$ cat src/rtl/matmul_pkg.sv
// Shared types and width helpers for the sequential matrix-vector multiplier.
package matmul_pkg;

    typedef enum logic [1:0] {
        ST_IDLE    = 2'd0,
        ST_COMPUTE = 2'd1,
        ST_DONE    = 2'd2
    } state_t;

    // Ceiling log2, returns at least 1 so counters never collapse to zero width.
    function automatic int unsigned clog2_f(input int unsigned v);
        int unsigned r;
        r = 1;
        while ((32'd1 << r) < v) begin
            r = r + 1;
        end
        return r;
    endfunction

    // Result width: full product plus headroom for summing ndata products.
    function automatic int unsigned accw_f(input int unsigned nbits, input int unsigned ndata);
        return 2 * nbits + clog2_f(ndata);
    endfunction

endpackage

$ cat src/rtl/mac_lane.sv
// One multiply-accumulate lane: acc += a*b each enabled cycle, signed or unsigned.
module mac_lane
    import matmul_pkg::*;
#(
    parameter int unsigned Nbits  = 8,
    parameter int unsigned ACCW   = 18,
    parameter bit          SIGNED = 1'b0
) (
    input  logic             clk,
    input  logic             rst_n,
    input  logic             clear,
    input  logic             enable,
    input  logic [Nbits-1:0] a,
    input  logic [Nbits-1:0] b,
    output logic [ACCW-1:0]  acc
);

    logic signed [Nbits:0]     a_e;
    logic signed [Nbits:0]     b_e;
    logic signed [2*Nbits+1:0] prod;
    logic        [ACCW-1:0]    prod_x;

    // One extra operand bit lets a single signed multiplier serve both modes.
    always_comb begin
        a_e    = {SIGNED & a[Nbits-1], a};
        b_e    = {SIGNED & b[Nbits-1], b};
        prod   = a_e * b_e;
        prod_x = ACCW'(prod);
    end

    always_ff @(posedge clk or negedge rst_n) begin
        if (!rst_n) begin
            acc <= '0;
        end else if (clear) begin
            acc <= '0;
        end else if (enable) begin
            acc <= acc + prod_x;
        end
    end

endmodule

$ cat src/rtl/mult_mat_vec_seq.sv
// Sequential matrix-vector multiply: one column per cycle, one MAC lane per row.
module mult_mat_vec_seq
    import matmul_pkg::*;
#(
    parameter int unsigned  Mdata  = 4,
    parameter int unsigned  Ndata  = 4,
    parameter int unsigned  Nbits  = 8,
    parameter bit           SIGNED = 1'b0,
    localparam int unsigned ACCW   = accw_f(Nbits, Ndata)
) (
    input  logic                         clk,
    input  logic                         rst_n,
    input  logic                         in_valid,
    output logic                         in_ready,
    input  logic [Mdata*Ndata*Nbits-1:0] M,
    input  logic [Ndata*Nbits-1:0]       X,
    output logic                         out_valid,
    input  logic                         out_ready,
    output logic [Mdata*ACCW-1:0]        out,
    output logic                         busy
);

    localparam int unsigned KW = clog2_f(Ndata);

    state_t                       state;
    state_t                       state_nxt;
    logic [KW-1:0]                k;
    logic                         load_c;
    logic                         step_c;
    logic [Mdata*Ndata*Nbits-1:0] m_q;
    logic [Ndata*Nbits-1:0]       x_q;
    logic [Nbits-1:0]             x_k;

    assign x_k = x_q[k*Nbits +: Nbits];

    // Next-state and control decode.
    always_comb begin
        state_nxt = state;
        load_c    = 1'b0;
        step_c    = 1'b0;
        case (state)
            ST_IDLE: begin
                if (in_valid) begin
                    load_c    = 1'b1;
                    state_nxt = ST_COMPUTE;
                end
            end
            ST_COMPUTE: begin
                step_c = 1'b1;
                if (k == KW'(Ndata - 1)) begin
                    state_nxt = ST_DONE;
                end
            end
            ST_DONE: begin
                if (out_ready) begin
                    state_nxt = ST_IDLE;
                end
            end
            default: state_nxt = ST_IDLE;
        endcase
    end

    // Handshake flags are registered from the next state so they line up with it.
    always_ff @(posedge clk or negedge rst_n) begin
        if (!rst_n) begin
            state     <= ST_IDLE;
            k         <= '0;
            m_q       <= '0;
            x_q       <= '0;
            in_ready  <= 1'b1;
            out_valid <= 1'b0;
            busy      <= 1'b0;
        end else begin
            state     <= state_nxt;
            in_ready  <= (state_nxt == ST_IDLE);
            out_valid <= (state_nxt == ST_DONE);
            busy      <= (state_nxt != ST_IDLE);
            if (load_c) begin
                m_q <= M;
                x_q <= X;
                k   <= '0;
            end else if (step_c) begin
                k <= KW'(k + 1'b1);
            end
        end
    end

    for (genvar i = 0; i < Mdata; i++) begin : g_lane
        mac_lane #(
            .Nbits  (Nbits),
            .ACCW   (ACCW),
            .SIGNED (SIGNED)
        ) u_lane (
            .clk    (clk),
            .rst_n  (rst_n),
            .clear  (load_c),
            .enable (step_c),
            .a      (m_q[i*Ndata*Nbits + k*Nbits +: Nbits]),
            .b      (x_k),
            .acc    (out[i*ACCW +: ACCW])
        );
    end

endmodule

$ cat config.mk
export PLATFORM = sky130hd
export DESIGN_NAME = mult_mat_vec_seq
export DESIGN_NICKNAME = d
export VERILOG_FILES = /design/src/rtl/matmul_pkg.sv /design/src/rtl/mac_lane.sv /design/src/rtl/mult_mat_vec_seq.sv
export SDC_FILE = /design/constraint.sdc
export NUM_CORES = 1
export LEC_CHECK = 0
export ABC_AREA = 1
export BUFFER_PORTS_ARGS = -buffer_cell sky130_fd_sc_hd__buf_2
export CORE_MARGIN = 2
export CORE_UTILIZATION = 30
export CTS_CLUSTER_SIZE = 30
export DETAILED_ROUTE_END_ITERATION = 16
export PLACE_DENSITY = 0.51
export SYNTH_ARGS = -nofsm -noshare
export SYNTH_HDL_FRONTEND = slang
export SYNTH_HIERARCHICAL = 1
export SYNTH_SLANG_ARGS = --single-unit
$ cat constraint.sdc
create_clock -name clk -period 5.6 [get_ports clk]
set_input_delay 1.68 -clock clk [delete_from_list [all_inputs] [get_ports clk]]
set_output_delay 1.68 -clock clk [all_outputs]
set_load 0.01 [all_outputs]
After elaboration in Yosys (flattened, before gate mapping) --
Index checks and enable logic that the tools add are counted.
Word-level totals: input port bits 164, output and inout bits 75, flip-flop bits (word level) 239, word-level logic and storage cells 53
Operators by class: reductions and logical operators 4, multiplexer cells 17, add/sub/neg operators 8, multiply operators 4, equality and inequality tests 4, shifts and indexed selects 5
Operator list (count):
- variable part select 128 x 9 -> 8 bit | 2
- 2-to-1 mux 18 bit | 8
- variable part select 128 x 6 -> 8 bit | 1
- variable part select 128 x 8 -> 8 bit | 1
- adder 18 bit | 4
- multiplier 8 x 8 -> 16 bit | 4
- variable part select 32 x 6 -> 8 bit | 1
- adder 7 x 5 -> 8 bit, first input constant | 2
- 2-to-1 mux 2 bit | 5
- adder 6 x 5 -> 7 bit, first input constant | 1
- == test 2 bit, second input constant | 3
- case mux 2 bit (3 select lines) | 1
- logical NOT 2 bit | 2
- nonzero test 2 bit | 2
- 2-to-1 mux 1 bit | 3
- adder 2 x 1 -> 2 bit, second input constant | 1
- == test 2 x 1 -> 1 bit, second input constant | 1

Longest topological paths before layout --
depth in word-level cells 6, mapped depth 27

Modules after synthesis --
Netlist, hierarchy kept.
By module, submodules not included:
- mult_mat_vec_seq | cells an instance 1190, sequential area each 4180.3 µm², instances 1, area an instance 8406.8 µm²
- mac_lane at g_lane[2].u_lane ... | cells an instance 515, sequential area each 450.4 µm², instances 2, area an instance 3604.7 µm²
- mac_lane at g_lane[0].u_lane | cells an instance 517, sequential area each 450.4 µm², instances 1, area an instance 3608.5 µm²
- mac_lane at g_lane[1].u_lane | cells an instance 515, sequential area each 450.4 µm², instances 1, area an instance 3606.0 µm²

Worst setup path after synthesis --
OpenSTA, ideal clock, no wires.
path kind register to register, start reg k[1], end reg g_lane[0].u_lane.acc[16], data arrival time 4517 ps, data required time 5483 ps, path slack 966 ps, library setup time 117 ps, buffers on the path 3, period minus slack after synthesis 4634 ps, stages on the path, launching flop included 24, cell sequence dfrtp_1 -> clkbuf_1 -> inv_1 -> clkbuf_1 -> nand3_1 -> nand2_1 -> clkbuf_1 -> nand2_1 -> fa_1 -> fa_1 -> inv_1 -> fa_1 -> inv_1 -> fa_1 -> inv_1 -> ha_1 -> nand2_1 -> inv_1 -> nand2_1 -> nand3_2 -> nand2_1 -> nand3_1 -> nand3_1 -> nand2_1
On the way: word-level cells in the longest chain between the ends 5, elaborated cells on any way between the ends 6
Ends and longest elaborated chain:
- from (decl) | line mult_mat_vec_seq.sv:27 | logic [KW-1:0] k;
- from (signal assigned) | line mult_mat_vec_seq.sv:83 | k <= KW'(k + 1'b1);
- variable part select 32 x 6 -> 8 bit | line mult_mat_vec_seq.sv:34 | assign x_k = x_q[k*Nbits +: Nbits];
- net x_k[7] | line mult_mat_vec_seq.sv:32 | logic [Nbits-1:0] x_k;
- multiplier 8 x 8 -> 16 bit | line mac_lane.sv:27 | prod = a_e * b_e;
- adder 18 bit | line mac_lane.sv:37 | acc <= acc + prod_x;
- 2-to-1 mux 18 bit | line mac_lane.sv:36 | end else if (enable) begin
- 2-to-1 mux 18 bit | line mac_lane.sv:34 | end else if (clear) begin
- to (signal assigned) | line mac_lane.sv:37
- to (decl) | line mac_lane.sv:15 | output logic [ACCW-1:0] acc
The timed path passes the listed nets, and every way through them passes these cells. The select of a mux whose other input is x is not followed. A chain may end at the register's enable or synchronous reset.

Worst setup path after layout --
start reg k[0], end reg g_lane[3].u_lane.acc[11]
On the way: elaborated cells on any way between the ends 7
RTL lines (line):
- variable part select 32 x 6 -> 8 bit | mult_mat_vec_seq.sv:34
- net x_k[1] | mult_mat_vec_seq.sv:32
- multiplier 8 x 8 -> 16 bit | mac_lane.sv:27
- adder 18 bit | mac_lane.sv:37
- 2-to-1 mux 18 bit | mac_lane.sv:36
- 2-to-1 mux 18 bit | mac_lane.sv:34
- to (signal assigned) | mac_lane.sv:37
- to (decl) | mac_lane.sv:15
The timed path passes the listed nets, and every way through them passes these cells. The select of a mux whose other input is x is not followed.

==> flow_summary.yaml <==
outcome:
  status: "finished clean"
route:
  via_count: 19200
  vias_per_cell: 4.36
  first_pass_iters: 5
  drt-initial-drc-count: 935
  antenna_left: 0
  drt_wl_total_um: 67300
  post-route-drc-count: 0
  wire_per_inst_um: 15.3
floorplan:
  die_x_um: 280
  initial_utilization: 0.302
  die_area_um2: 78300
  core_area_um2: 75700
  die_y_um: 280
  row_count: 101
  io_pins: 239
timing:
  worst_pin_slew_ns: 1.19
  clock_skew_ns: 0.0550
  setup_viol: 0
  hold_viol_final: 0
  finalWorstSetupSlack_ns: 0.434
  fmax_ghz: 0.194
  slew_headroom: 0.205
  drv_slew: 0
  rsz0062_at_grt: "false"
  period_minus_slack_ns: 5.17
  fin_tns_setup_ns: 0
  timing.final.crit_share: 0.923
worst_setup_path:
  arrival_ns: 5.64
  worstPathMaxFanout: 44
  crit_type: "reg -> reg"
  crit_chain: "buf_12, buf_4, nand2_1, nand3_1, nand2_1, buf_4, nand2_1, fa_1, inv_1, fa_1, inv_1, fa_1, fa_1, inv_1, ha_1, nand2_1, nand2_1, nor2_1, nor2_1, nor3_1, o21ai_2"
  rr_endpoint: "g_lane[3].u_lane/acc[11]"
  critPathLaunchType: "flop"
  cpMostUsedCell: "nand2_1"
  timing.rr.start: "k[0]"
  crit_buf_inv: 6
  slowest_stage: "dfrtp_4"
  regToRegSetupSlack_ns: 0.43
  worstPathRequired_ns: 6.08
  r2r_cells: 21
  end_kind: "flop"
  cpPeakStageDelay_ns: 0.57
  path_delay_family: "adder cells"
clock_network:
  clk_path_buf_depth: 3
  cts_resized: 0
  cts_root_buf: "clkbuf_16"
  cts.sinks: 239
  cts_max_level: 1
  clk_latency_ns: 0.64
  numCtsBuffers: 31
  cts_tree: "done"
  clkTransAtPathRegs_ns: 0.06
  cts_setup_buffers: 0
  hold_buffers: 0
synth:
  synth-main-ff-cell: "dfrtp_1"
  yosysTopAreaCell: "dfrtp_1"
  yosysTopAreaCellShare: 0.261
  synthArstFlopShare: 1.00
  syn_nets: 3777
  synth.area.top_cells: "dfrtp_1, nand2_1, fa_1"
  ys.warnings.count: 6
  ys_ff_latch: 239
  synthesis.area_um2: 22800
  synth-seq-area-share: 0.262
  synth_edf_count: 0
  syn_avg_cell_area_um2: 7.02
  ys_types: 31
  netlist_instances: 3252
global_route:
  overflow: 0
  grt_pass1_wl_um: 109000
  grt_pass1_vias: 19800
  grt_usage: 0.176
  grt_antenna_before_repair: 1
  grt_start_max_net_pins: 97
placement:
  place.gp.congestion: 0.838
  place_area_um2: 25000
  place_ws_ns: 0.405
  hpwl_um: 52900
  io_buffers: 238
layout:
  final_nets: 3934
  area_growth_pct: 14.2
  mostFrequentLayoutCells: "nand2_1, inv_1, nand3_1, dfrtp_1, buf_2"
  drive_gt1_frac: 0.107
  seq_area_um2: 5990
  final_common_cell: "nand2_1"
  final_util: 0.345
  multi_input_area_um2: 13000
  fillers: 8257
  fin_area_um2: 26100
  num_antenna_cells: 0
min_path:
  hold_start: "m_q[23]"
  holdPathEnd: "m_q[23]"
  hp-class: "reg -> reg"
  hold_depth: 2
job:
  max_cap_viol_count: 0
[Yosys cell counts, types with 2 or more instances]
library cell,instances
o21ai_1,10
o21ai_0,28
buf_2,30
buf_4,11
inv_1,852
nor3_1,4
xor2_1,11
a22o_1,4
buf_1,11
nand4_1,8
nor2_1,53
nand3b_1,8
a21oi_1,34
ha_1,161
fa_1,200
inv_2,2
clkbuf_1,97
a21oi_2,3
nand3_1,303
dfrtp_1,238
o21ai_2,2
nand3_2,6
nand2_2,9
nand2_1,1129
xnor2_1,5
o22ai_1,15
nor2_2,14
[registers in the layout, indices dropped and copies added (netlist names)]
| register | flops |
|---|---|
| x_q | 32 |
| in_ready | 1 |
| k | 2 |
| busy | 1 |
| state | 2 |
| m_q | 128 |
| out_valid | 1 |
| g_lane.u_lane/acc | 72 |
[cell families after synthesis]
logic type      synth area share
compound gates            0.0233
xor+xnor                 0.00614
fa+ha+maj                  0.264
buf+inv                    0.169
flops                      0.262
simple gates               0.276
[how the worst max path moves through the flow]
stage                     startpoint                       end  depth (start not counted)  slack (ns)
after floorplan                 k[1]  g_lane[0].u_lane/acc[16]                         23        0.97
after global placement          k[0]  g_lane[1].u_lane/acc[16]                         22        0.44
after detailed placement        k[0]  g_lane[1].u_lane/acc[16]                         22        0.41
after CTS                       k[0]  g_lane[3].u_lane/acc[11]                         21        0.40
after global routing            k[0]  g_lane[0].u_lane/acc[13]                         24        0.02
final                           k[0]  g_lane[3].u_lane/acc[11]                         21        0.43
[stage by stage]
step | cells | hold WS, ns
floorplan | 3252 | 0.442
global placement | 4354 | 0.454
detailed placement | 4354 | 0.458
CTS | 4411 | 0.473
global route | 4411 | 0.483
finish | 4411 | 0.466
[final cells by class]
| class | count | area share |
|---|---|---|
| inverters | 855 | 0.123 |
| clock buffers | 39 | 0.0332 |
| clock inverters | 18 | 0.00758 |
| multi-input cells | 2008 | 0.499 |
| repair buffers | 274 | 0.0610 |
| flip-flops and latches | 239 | 0.230 |
| well taps | 978 | 0.0469 |
[worst reg2reg max path: cells and delay by family, from the launching register on]
kind                       cells  cell delay (ns)
AOI/OAI and AO/OA              1             0.09
adders and majority gates      5             2.32
and+or+nand+nor                9             1.12
DFF                            1             0.57
buffers and inverters          6             0.88
[per-layer routing]
metal  up-vias  share of wire  wire (µm)  GRT usage
met4         2          0.013        847     0.0281
met1      9077           0.48      32000      0.243
met2       331           0.47      31300      0.297
li1       9783              -          -          -
met5         -        0.00015         10          0
met3        45          0.045       3050     0.0252
Power is not shown: default switching activity piles up to over one toggle a cycle in this logic, so the estimate is an artifact.
